==> src/rtl/adder_pkg.sv <==
// Shared types and helpers for the digit-serial adder.
// Holds the control state encoding and the step-count helper.
package adder_pkg;

   typedef enum logic [1:0] {
      IDLE = 2'd0,
      RUN  = 2'd1,
      DONE = 2'd2
   } state_t;

   function automatic int unsigned steps(input int unsigned width, input int unsigned digit);
      return width / digit;
   endfunction

endpackage

==> src/rtl/fa_slice.sv <==
// Combinational DIGIT-bit ripple of full adders.
// Also exposes the carry into the top bit for signed-overflow detection.
module fa_slice #(
   parameter int unsigned DIGIT = 1
) (
   input  logic [DIGIT-1:0] x,
   input  logic [DIGIT-1:0] y,
   input  logic             ci,
   output logic [DIGIT-1:0] s,
   output logic             co,
   output logic             c_msb_in
);

   logic [DIGIT:0] w_c;

   always_comb begin
      w_c    = '0;
      s      = '0;
      w_c[0] = ci;
      for (int unsigned i = 0; i < DIGIT; i++) begin
         s[i]     = x[i] ^ y[i] ^ w_c[i];
         w_c[i+1] = (x[i] & y[i]) | (w_c[i] & (x[i] ^ y[i]));
      end
   end

   assign co       = w_c[DIGIT];
   assign c_msb_in = w_c[DIGIT-1];

endmodule

==> src/rtl/serial_adder.sv <==
// Digit-serial adder: sum = a + b + cin, DIGIT bits per clock,
// with valid/ready handshakes on operand and result sides.
module serial_adder
   import adder_pkg::*;
#(
   parameter int unsigned WIDTH = 8,
   parameter int unsigned DIGIT = 1
) (
   input  logic             clk,
   input  logic             rst,
   input  logic             in_valid,
   output logic             in_ready,
   input  logic [WIDTH-1:0] a,
   input  logic [WIDTH-1:0] b,
   input  logic             cin,
   output logic             out_valid,
   input  logic             out_ready,
   output logic [WIDTH-1:0] sum,
   output logic             cout,
   output logic             ovf
);

   localparam int unsigned STEPS = steps(WIDTH, DIGIT);
   localparam int unsigned CNT_W = $clog2(STEPS + 1);

   if ((WIDTH % DIGIT) != 0) begin : g_bad_cfg
      $error("serial_adder: DIGIT must divide WIDTH");
   end

   state_t             r_state;
   state_t             w_state_nxt;
   logic [WIDTH-1:0]   r_a;
   logic [WIDTH-1:0]   r_b;
   logic [WIDTH-1:0]   r_sum;
   logic [CNT_W-1:0]   r_cnt;
   logic               r_carry;
   logic               r_cout;
   logic               r_ovf;

   logic [DIGIT-1:0]   w_s;
   logic               w_co;
   logic               w_c_msb;
   logic               w_last;

   fa_slice #(.DIGIT(DIGIT)) u_fa_slice (
      .x        (r_a[DIGIT-1:0]),
      .y        (r_b[DIGIT-1:0]),
      .ci       (r_carry),
      .s        (w_s),
      .co       (w_co),
      .c_msb_in (w_c_msb)
   );

   assign w_last = (r_cnt == CNT_W'(STEPS - 1));

   always_ff @(posedge clk or posedge rst) begin
      if (rst) r_state <= IDLE;
      else     r_state <= w_state_nxt;
   end

   always_comb begin
      w_state_nxt = r_state;
      case (r_state)
         IDLE:    if (in_valid)  w_state_nxt = RUN;
         RUN:     if (w_last)    w_state_nxt = DONE;
         DONE:    if (out_ready) w_state_nxt = IDLE;
         default:                w_state_nxt = IDLE;
      endcase
   end

   // Result bits enter at the top so the LSB digit ends up at bit 0 after STEPS shifts.
   always_ff @(posedge clk or posedge rst) begin
      if (rst) begin
         r_a     <= '0;
         r_b     <= '0;
         r_sum   <= '0;
         r_cnt   <= '0;
         r_carry <= 1'b0;
         r_cout  <= 1'b0;
         r_ovf   <= 1'b0;
      end else begin
         case (r_state)
            IDLE: begin
               if (in_valid) begin
                  r_a     <= a;
                  r_b     <= b;
                  r_carry <= cin;
                  r_cnt   <= '0;
               end
            end
            RUN: begin
               r_sum   <= WIDTH'({w_s, r_sum} >> DIGIT);
               r_a     <= r_a >> DIGIT;
               r_b     <= r_b >> DIGIT;
               r_carry <= w_co;
               r_cnt   <= r_cnt + CNT_W'(1);
               if (w_last) begin
                  r_cout <= w_co;
                  r_ovf  <= w_c_msb ^ w_co;
               end
            end
            default: ;
         endcase
      end
   end

   assign in_ready  = (r_state == IDLE);
   assign out_valid = (r_state == DONE);
   assign sum       = r_sum;
   assign cout      = r_cout;
   assign ovf       = r_ovf;

endmodule

==> config.mk <==
export PLATFORM = sky130hd
export DESIGN_NAME = serial_adder
export DESIGN_NICKNAME = d
export VERILOG_FILES = /design/src/rtl/adder_pkg.sv /design/src/rtl/fa_slice.sv /design/src/rtl/serial_adder.sv
export SDC_FILE = /design/constraint.sdc
export NUM_CORES = 1
export LEC_CHECK = 0
export ABC_AREA = 1
export CAP_MARGIN = 20
export CORE_MARGIN = 3
export CORE_UTILIZATION = 45
export DETAILED_ROUTE_END_ITERATION = 8
export PLACE_DENSITY_LB_ADDON = 0.3
export SYNTH_ARGS = -nofsm -noshare
export SYNTH_HDL_FRONTEND = slang
export SYNTH_HIERARCHICAL = 1
export SYNTH_SLANG_ARGS = --single-unit
==> constraint.sdc <==
create_clock -name clk -period 2.9 [get_ports clk]
set_input_delay 0.87 -clock clk [delete_from_list [all_inputs] [get_ports clk]]
set_output_delay 0.87 -clock clk [all_outputs]
set_load 0.01 [all_outputs]
==> flow_metrics.py, run 1 <==
metrics = {
    "power_and_ir_drop": {
        "combPwrFrac_pct": 40.6,
        "p_leak_nw": 0.9175,
        "vdd.ir_drop.worst_v": 0.0003890,
        "p_sw_share_pct": 38.91,
        "p_sw_mw": 0.6933,
        "seq_power_share_pct": 43.1,
        "power_density_nw_per_um2": 933.2,
        "internal-power_mw": 1.089,
        "p_clk_share_pct": 16.3,
    },
    "synthesis": {
        "yosysSeqAreaShare_pct": 54.50,
        "netlist_area_um2": 1515,
        "yosys_warnings": 6,
        "ys_types": 19,
        "syn-instance-count": 175,
        "ys_ff_latch": 33,
        "synthesis.nets": 198,
        "syn_area_per_cell_um2": 8.658,
    },
    "floorplanning": {
        "dieWidth_um": 64.03,
        "initial_core_util_pct": 48.44,
        "fp-row-count": 20,
        "io_pins": 33,
        "core_region_area_um2": 3128,
        "die-area_um2": 4099,
        "die-height_um": 64.03,
    },
    "sta": {
        "max_freq_mhz": 417.0,
        "fin_setup_tns_ps": 0,
        "min_period_ps": 2398,
        "setup_ws_ps": 501.7,
        "drv_slew": 0,
        "finalSetupViolCount": 0,
        "slew_headroom_pct": 62.34,
        "hold_viol": 0,
        "clock_skew_ps": 10.17,
        "worstMarginPinSlew_ps": 562.9,
        "post-route-period-util_pct": 82.70,
        "grt_setup_unrepaired": "no",
    },
    "clock_tree": {
        "ctsLongestPathBuffers": 2,
        "hold_buffers": 0,
        "cts_htree_levels": 2,
        "cts_sinks": 33,
        "path_clk_slew_ps": 100,
        "post_cts_buffers": 0,
        "cts_tree": "yes",
        "cts_resized": 0,
        "clock_latency_ps": 330,
        "cts_buffers": 5,
        "clock-root-buffer": "clkbuf_4",
    },
    "routing": {
        "wl_per_cell_um": 12.18,
        "ant_nets": 0,
        "first_iter_violations": 93,
        "wl_um": 3044,
        "drc": 0,
        "num_vias": 1268,
        "first_pass_iters": 5,
        "viasPerCell": 5.072,
    },
    "layout": {
        "area_growth_pct": 26.01,
        "nFillCells": 264,
        "n_antenna_cell": 0,
        "drive_gt1_share_pct": 8.738,
        "nets": 228,
    },
    "grt": {
        "grt_overflow": 0,
        "grt_pass1_vias": 1227,
        "groute.usage.overall_pct": 16.80,
        "grt_max_degree": 34,
        "grt_pass1_wl_um": 5326,
        "grt_antenna_before_repair": 0,
    },
    "placement": {
        "gp_congestion": 0.8144,
        "dp_slack_ps": 665.2,
        "port_buffers": 32,
        "hpwl_um": 2072,
    },
    "flow_run": {
        "drv_cap": 0,
    },
    "setup_path": {
        "crit_slowest_cell": "clkdlybuf4s50_1",
        "worst_setup_path_end_kind": "primary output",
        "worstPathCellList": "nor2_4, clkdlybuf4s50_1",
        "cp_max_fo": 4,
        "cp_data_arrival_time_ps": 1530,
        "path_class": "register to primary output",
        "critPathLaunchType": "register",
        "required_ps": 2030,
        "cpPeakStageDelay_ps": 570,
    },
    "outcome": {
        "status": "completed",
    },
    "min_path": {
        "min_path_type": "register to register",
    },
}
## cell families after synthesis
logic type               after synthesis  synth area share [%]
adder cells (fa/ha/maj)                2                 2.147
AO/OA/AOI/OAI                          6                 2.147
XOR/XNOR                               1                0.5781
buffers and inverters                 17                 6.110
flip-flops                            33                 54.50
AND/OR/NAND/NOR                      116                 34.52
## Yosys cell counts (all sizes together)
master,count,area [µm²]
nor2,6,32.53
o21ai,5,25.02
clkbuf,1,5.000
ha,1,12.51
nand3,54,270.3
buf,11,68.81
dfrtp,33,825.8
nand2,55,214.0
fa,1,20.02
inv,5,18.77
nand4,1,6.260
o31ai,1,7.510
xor2,1,8.760
## through the flow
| stage | hold slack [ps] | utilization (%) | std cells | area (µm²) | power [mW] |
|---|---|---|---|---|---|
| 6_report | 485.8 | 61.04 | 250 | 1909 | 1.782 |
| 5_1_grt | 523.8 | 61.04 | 250 | 1909 | 1.935 |
| 2_1_floorplan | 465.9 | - | 175 | 1515 | 1.273 |
| 3_3_place_gp | 462.5 | 58.80 | 242 | 1839 | 1.472 |
| 3_5_place_dp | 465.9 | 58.80 | 242 | 1839 | 1.500 |
| 4_1_cts | 493.3 | 61.04 | 250 | 1909 | 1.801 |
## path summary, 6_finish.rpt
path,slack (ps),endpoint,cells after the start,start
max in group asynchronous,1700,sum[3]$_DFFE_PP0P_,3,rst
worst min-delay path,490,ovf$_DFFE_PP0P_,2,ovf$_DFFE_PP0P_
min in group asynchronous,910,r_a[4]$_DFFE_PP0P_,3,rst
worst min register to register,490,ovf$_DFFE_PP0P_,2,ovf$_DFFE_PP0P_
worst max register to register,1110,cout$_DFFE_PP0P_,6,r_state[1]$_DFFE_PP0P_
worst max-delay path,500,in_ready,2,r_state[0]$_DFFE_PP0P_
## sequential cells by signal (all words and copies together) (netlist names)
signal / flops
r_a: 8
r_b: 8
sum: 8
r_cnt: 4
r_state: 2
cout: 1
ovf: 1
r_carry: 1
## power groups by stage
stage	sequential (mW)	clock [mW]	combinational [mW]
2_1_floorplan	0.781	0	0.493
3_3_place_gp	0.768	0	0.704
3_5_place_dp	0.776	0	0.724
4_1_cts	0.768	0.304	0.729
5_1_grt	0.795	0.325	0.815
6_report	0.767	0.291	0.723
## cells in the final DEF (no fill, tap or decap), drive strengths merged
master / instances
buf: 3
clkbuf: 7
clkdlybuf4s50: 32
clkinv: 1
dfrtp: 33
fa: 1
ha: 1
inv: 5
nand2: 55
nand3: 54
nand4: 1
nor2: 6
o21ai: 5
o31ai: 1
xor2: 1
## layout make-up
| cell class | count | area, µm² | share of cell area (%) |
|---|---|---|---|
| clock inverter | 1 | 5.005 | 0.2621 |
| inverter | 5 | 18.77 | 0.9830 |
| sequential | 33 | 825.8 | 43.25 |
| clock buffer | 7 | 65.06 | 3.408 |
| timing repair buffer | 35 | 342.8 | 17.96 |
| tap | 44 | 55.05 | 2.883 |
| multi-input combinational | 125 | 596.8 | 31.26 |
## metal layers
layer  track usage (%)  part of all wire, %  up-vias
met5                 0                    0        -
met4             7.278                  1.9        0
met3             5.800                  5.4        9
met2             25.42                   46       39
met1             21.76                   46      581
li1                  -                    -      639
## worst max-delay path, delay by kind of cell, from the launching register on
kind	cells	cell delay, ps
flops	1	450
simple gates	1	170
buf+inv	1	570
Note: power is estimated with default switching activity, not from simulation.
==> run 2: changes to the inputs <==
==> constraint.sdc (replaced) <==
create_clock -name clk -period 2 [get_ports clk]
set_input_delay 0.6 -clock clk [delete_from_list [all_inputs] [get_ports clk]]
set_output_delay 0.6 -clock clk [all_outputs]
set_load 0.01 [all_outputs]
==> flow_metrics.py, run 2 (synthesized netlist as in run 1, its figures left out) <==
metrics = {
    "outcome": {
        "status": "completed",
    },
    "sta": {
        "worstMarginPinSlew_ps": 494.6,
        "min_period_ps": 1895,
        "hold_viol": 0,
        "post-route-period-util_pct": 94.76,
        "fin_setup_tns_ps": 0,
        "slew_headroom_pct": 66.98,
        "max_freq_mhz": 527.7,
        "setup_ws_ps": 104.9,
        "drv_slew": 0,
        "grt_setup_unrepaired": "no",
        "finalSetupViolCount": 0,
        "clock_skew_ps": 6.019,
    },
    "routing": {
        "viasPerCell": 5.115,
        "first_iter_violations": 49,
        "drc": 0,
        "routed-wl-met2_um": 1526,
        "first_pass_iters": 4,
        "wl_met3_um": 187,
        "dr.max_layer_used": "met4",
        "m1WireLength_um": 1441,
        "ant_nets": 0,
        "wl_per_cell_um": 12.72,
        "num_vias": 1294,
        "wl_um": 3218,
    },
    "setup_path": {
        "cp_max_fo": 3,
        "critPathLaunchType": "register",
        "worstPathCellList": "buf_4, nor2_4, clkdlybuf4s15_1",
        "cp_data_arrival_time_ps": 1300,
        "worst_setup_path_end_kind": "primary output",
        "r2r_slack_ps": 700,
        "r2r-end": "cout$_DFFE_PP0P_",
        "path_class": "register to primary output",
        "required_ps": 1400,
        "r2r_cells": 6,
        "r2r-start": "r_state[0]$_DFFE_PP0P_",
        "cpPeakStageDelay_ps": 410,
        "crit_slowest_cell": "dfrtp_2",
    },
    "min_path": {
        "min_to": "ovf$_DFFE_PP0P_",
        "hold_path_depth": 2,
        "min_from": "ovf$_DFFE_PP0P_",
        "min_path_type": "register to register",
    },
    "clock_tree": {
        "cts_sinks": 33,
        "clock_latency_ps": 340,
        "clock-root-buffer": "clkbuf_4",
        "path_clk_slew_ps": 100,
        "cts_htree_levels": 2,
        "ctsLongestPathBuffers": 2,
        "cts_buffers": 5,
        "cts_tree": "yes",
    },
    "power_and_ir_drop": {
        "power_density_nw_per_um2": 1362,
        "vdd.ir_drop.worst_v": 0.0006181,
        "p_leak_nw": 0.9375,
    },
    "floorplanning": {
        "fp-row-count": 20,
        "die-height_um": 64.03,
        "die-area_um2": 4099,
        "core_region_area_um2": 3128,
        "io_pins": 33,
        "dieWidth_um": 64.03,
        "initial_core_util_pct": 48.44,
    },
    "grt": {
        "grt_antenna_before_repair": 0,
        "grt_pass1_vias": 1302,
        "groute.usage.overall_pct": 17.94,
        "grt_overflow": 0,
        "grt_pass1_wl_um": 5651,
        "grt_max_degree": 34,
    },
    "placement": {
        "placed_cells": 243,
        "port_buffers": 32,
        "place_area_um2": 1847,
        "gp_congestion": 0.7539,
        "hpwl_um": 2125,
        "dp_slack_ps": 225.3,
    },
    "layout": {
        "nets": 231,
        "stdcell_area_um2": 1932,
        "drive_gt1_share_pct": 10.53,
        "n_antenna_cell": 0,
        "final_common_cell": "nand3_1",
        "final_cell_mix": "nand3_1 (54), nand2_1 (52), dfrtp_1 (32)",
        "area_growth_pct": 27.50,
        "stdcell_count": 253,
        "fin_util_pct": 61.76,
    },
    "flow_run": {
        "drv_cap": 0,
    },
}
==> run 2: cell types whose count changed in the layout (fill, tap and decap cells not counted), sizes merged <==
cell           delta
buf               +3
clkdlybuf4s50     -2
clkdlybuf4s15     +1
dlygate4sd2       +1
==> run 2: worst max path at each step <==
stage,startpoint,slack (ps),endpoint
2_1_floorplan,r_state[0]$_DFFE_PP0P_,610,in_ready
3_3_place_gp,in_valid,270,r_a[2]$_DFFE_PP0P_
3_5_place_dp,in_valid,230,r_a[2]$_DFFE_PP0P_
4_1_cts,r_state[0]$_DFFE_PP0P_,60,in_ready
5_1_grt,sum[1]$_DFFE_PP0P_,20,sum[1]
6_report,r_state[0]$_DFFE_PP0P_,100,in_ready
==> run 2: layout make-up <==
| class | count | area (µm²) |
|---|---|---|
| tap | 44 | 55.05 |
| clock inverter | 1 | 5.005 |
| timing repair buffer | 38 | 364.1 |
| sequential | 33 | 827.0 |
| inverter | 5 | 18.77 |
| fill | 275 | 1196 |
| multi-input combinational | 125 | 596.8 |
| clock buffer | 7 | 65.06 |
==> run 2: per-stage QoR <==
stage | hold WS [ps] | power [mW]
finish | 488.2 | 2.631
global route | 538.6 | 2.871
CTS | 492.0 | 2.654
floorplan | 465.9 | 1.846
detailed placement | 465.7 | 2.200
global placement | 462.2 | 2.151
==> run 2: per-layer routing <==
layer  track usage, %  vias to the layer above
met4            9.434                        0
met1            20.64                      613
li1                 -                      638
met3            6.678                        9
met2            28.90                       34
met5                0                        -
==> run 2: critical path: cells and delay by family, from the launching register on <==
family                 cells  cell delay [ps]
buffers and inverters      2              410
flip-flops                 1              410
AND/OR/NAND/NOR            1              130
==> run 2: repair_timing <==
action | in CTS | in global routing
hold buffers | 0 | 0
buffers inserted | 2 | 0
pin swaps | 0 | 0
setup endpoints to repair | 2 | 1
gates resized for setup | 3 | 1
==> run 2: report_power, final <==
part / internal, mW / leakage (nW) / switching, mW
Combinational: 0.470 / 0.472 / 0.617
Clock: 0.204 / 0.0413 / 0.228
Sequential: 0.929 / 0.424 / 0.184
Total: 1.60 / 0.938 / 1.03
==> run 3: changes to the inputs <==
--- a/config.mk
+++ b/config.mk
@@ -10,7 +10,7 @@
 export CORE_MARGIN = 3
 export CORE_UTILIZATION = 45
 export DETAILED_ROUTE_END_ITERATION = 8
-export PLACE_DENSITY_LB_ADDON = 0.3
+export PLACE_DENSITY = 0.81
 export SYNTH_ARGS = -nofsm -noshare
 export SYNTH_HDL_FRONTEND = slang
 export SYNTH_HIERARCHICAL = 1
==> constraint.sdc (replaced) <==
create_clock -name clk -period 1.8 [get_ports clk]
set_input_delay 0.54 -clock clk [delete_from_list [all_inputs] [get_ports clk]]
set_output_delay 0.54 -clock clk [all_outputs]
set_load 0.01 [all_outputs]
==> flow_metrics.py, run 3 (synthesized netlist as in run 1, its figures left out) <==
metrics = {
    "setup_path": {
        "required_ps": 1260,
        "cp_data_arrival_time_ps": 1180,
        "critPathBufInv": 2,
        "cp_max_fo": 3,
        "path_delay_family": "flip-flops",
        "path_class": "register to primary output",
        "r2r_cells": 6,
        "r2r_slack_ps": 490,
        "critPathLaunchType": "register",
        "cpPeakStageDelay_ps": 420,
        "r2r-start": "r_state[1]$_DFFE_PP0P_",
        "worst_setup_path_end_kind": "primary output",
        "r2r-end": "r_cnt[3]$_DFFE_PP0P_",
        "crit_slowest_cell": "dfrtp_2",
        "worstPathCellList": "buf_4, nor2_4, buf_2",
    },
    "floorplanning": {
        "fp-row-count": 20,
        "die-height_um": 64.03,
        "die-area_um2": 4099,
        "initial_core_util_pct": 48.44,
        "io_pins": 33,
        "dieWidth_um": 64.03,
        "core_region_area_um2": 3128,
    },
    "power_and_ir_drop": {
        "p_sw_mw": 1.126,
        "vdd.ir_drop.worst_v": 0.001042,
        "power_density_nw_per_um2": 1516,
        "combPwrFrac_pct": 39.1,
        "p_leak_nw": 1.005,
        "power_mw": 2.967,
        "internal-power_mw": 1.841,
        "p_clk_share_pct": 19.7,
        "seq_power_share_pct": 41.3,
        "p_sw_share_pct": 37.95,
    },
    "placement": {
        "dp_slack_ps": 52.31,
        "gp_congestion": 0.7777,
        "hpwl_um": 2066,
        "port_buffers": 32,
    },
    "layout": {
        "fin_util_pct": 62.56,
        "area_growth_pct": 29.15,
        "drive_gt1_share_pct": 10.95,
        "nets": 232,
        "nFillCells": 269,
        "final_common_cell": "nand3_1",
        "multiInputGateArea_um2": 596.8,
        "n_antenna_cell": 0,
        "final_cell_mix": "nand3_1 (54), nand2_1 (52), dfrtp_1 (32)",
        "seq_area_um2": 827.0,
    },
    "grt": {
        "grt_max_degree": 34,
        "grt_overflow": 0,
        "groute.usage.overall_pct": 16.78,
        "grt_antenna_before_repair": 0,
        "grt_pass1_wl_um": 5354,
        "grt_pass1_vias": 1167,
    },
    "routing": {
        "ant_nets": 0,
        "wl_per_cell_um": 12.04,
        "num_vias": 1259,
        "drc": 0,
        "first_iter_violations": 85,
        "wl_um": 3058,
        "first_pass_iters": 4,
        "viasPerCell": 4.957,
    },
    "clock_tree": {
        "clock_latency_ps": 340,
        "clock-root-buffer": "clkbuf_4",
        "cts_buffers": 5,
        "cts_sinks": 33,
        "ctsLongestPathBuffers": 2,
        "cts_htree_levels": 2,
        "cts_tree": "yes",
        "path_clk_slew_ps": 110,
    },
    "sta": {
        "clock_skew_ps": 13.87,
        "finalSetupViolCount": 0,
        "fin_setup_tns_ps": 0,
        "post-route-period-util_pct": 95.39,
        "slew_headroom_pct": 70.05,
        "min_period_ps": 1717,
        "whs_ps": 481.7,
        "max_freq_mhz": 582.4,
        "grt_setup_unrepaired": "no",
        "setup_ws_ps": 82.98,
        "hold_viol": 0,
        "drv_slew": 0,
        "worstMarginPinSlew_ps": 447.6,
    },
    "min_path": {
        "min_from": "cout$_DFFE_PP0P_",
        "hold_path_depth": 2,
        "min_path_type": "register to register",
        "min_to": "cout$_DFFE_PP0P_",
    },
    "flow_run": {
        "drv_cap": 0,
    },
    "outcome": {
        "status": "completed",
    },
}
[run 3: how the worst max path moves through the flow]
stage / endpoint / cells after the start / from
6_report: in_ready / 3 / r_state[0]$_DFFE_PP0P_
5_1_grt: in_ready / 3 / r_state[0]$_DFFE_PP0P_
4_1_cts: cout / 1 / cout$_DFFE_PP0P_
3_5_place_dp: r_a[0]$_DFFE_PP0P_ / 4 / in_valid
3_3_place_gp: r_a[7]$_DFFE_PP0P_ / 5 / in_valid
2_1_floorplan: in_ready / 2 / r_state[0]$_DFFE_PP0P_
[run 3: repair_timing]
action                                  CTS  global route
gates resized for setup                  14             2
endpoints found under the setup margin   10             2
buffers inserted                          2             0
hold buffers                              0             0
cloned                                    0             0
[run 3: power by group through the flow]
stage / combinational (mW) / sequential, mW / clock [mW]
floorplan: 0.794 / 1.26 / 0
global placement: 1.17 / 1.25 / 0
detailed placement: 1.20 / 1.25 / 0
CTS: 1.18 / 1.23 / 0.600
global route: 1.32 / 1.27 / 0.641
finish: 1.16 / 1.23 / 0.583
[run 3: through the flow]
stage | std cells | area (µm²)
3_5_place_dp | 244 | 1867
4_1_cts | 254 | 1952
6_report | 254 | 1957
5_1_grt | 254 | 1957
3_3_place_gp | 244 | 1867
2_1_floorplan | 175 | 1515
[run 3: tightest hold or removal path: stages (launching register included)]
cell and delay, ps:
dfrtp_1 360, nand2_1 50, nand2_1 50
[run 3: layer usage]
layer	GRT usage (%)	wire, µm	up-vias
met5	0	0	-
met4	5.660	25	0
met3	6.503	219	3
met2	23.87	1395	37
met1	23.26	1419	575
li1	-	-	644
[run 3: area by class of cell]
class                           count  area share [%]
Clock buffer                        7           2.813
Clock inverter                      1           1.535
Inverter                            5          0.9591
Multi-Input combinational cell    125           30.50
Sequential cell                    33           42.26
Tap cell                           44           2.813
Timing Repair Buffer               39           19.12
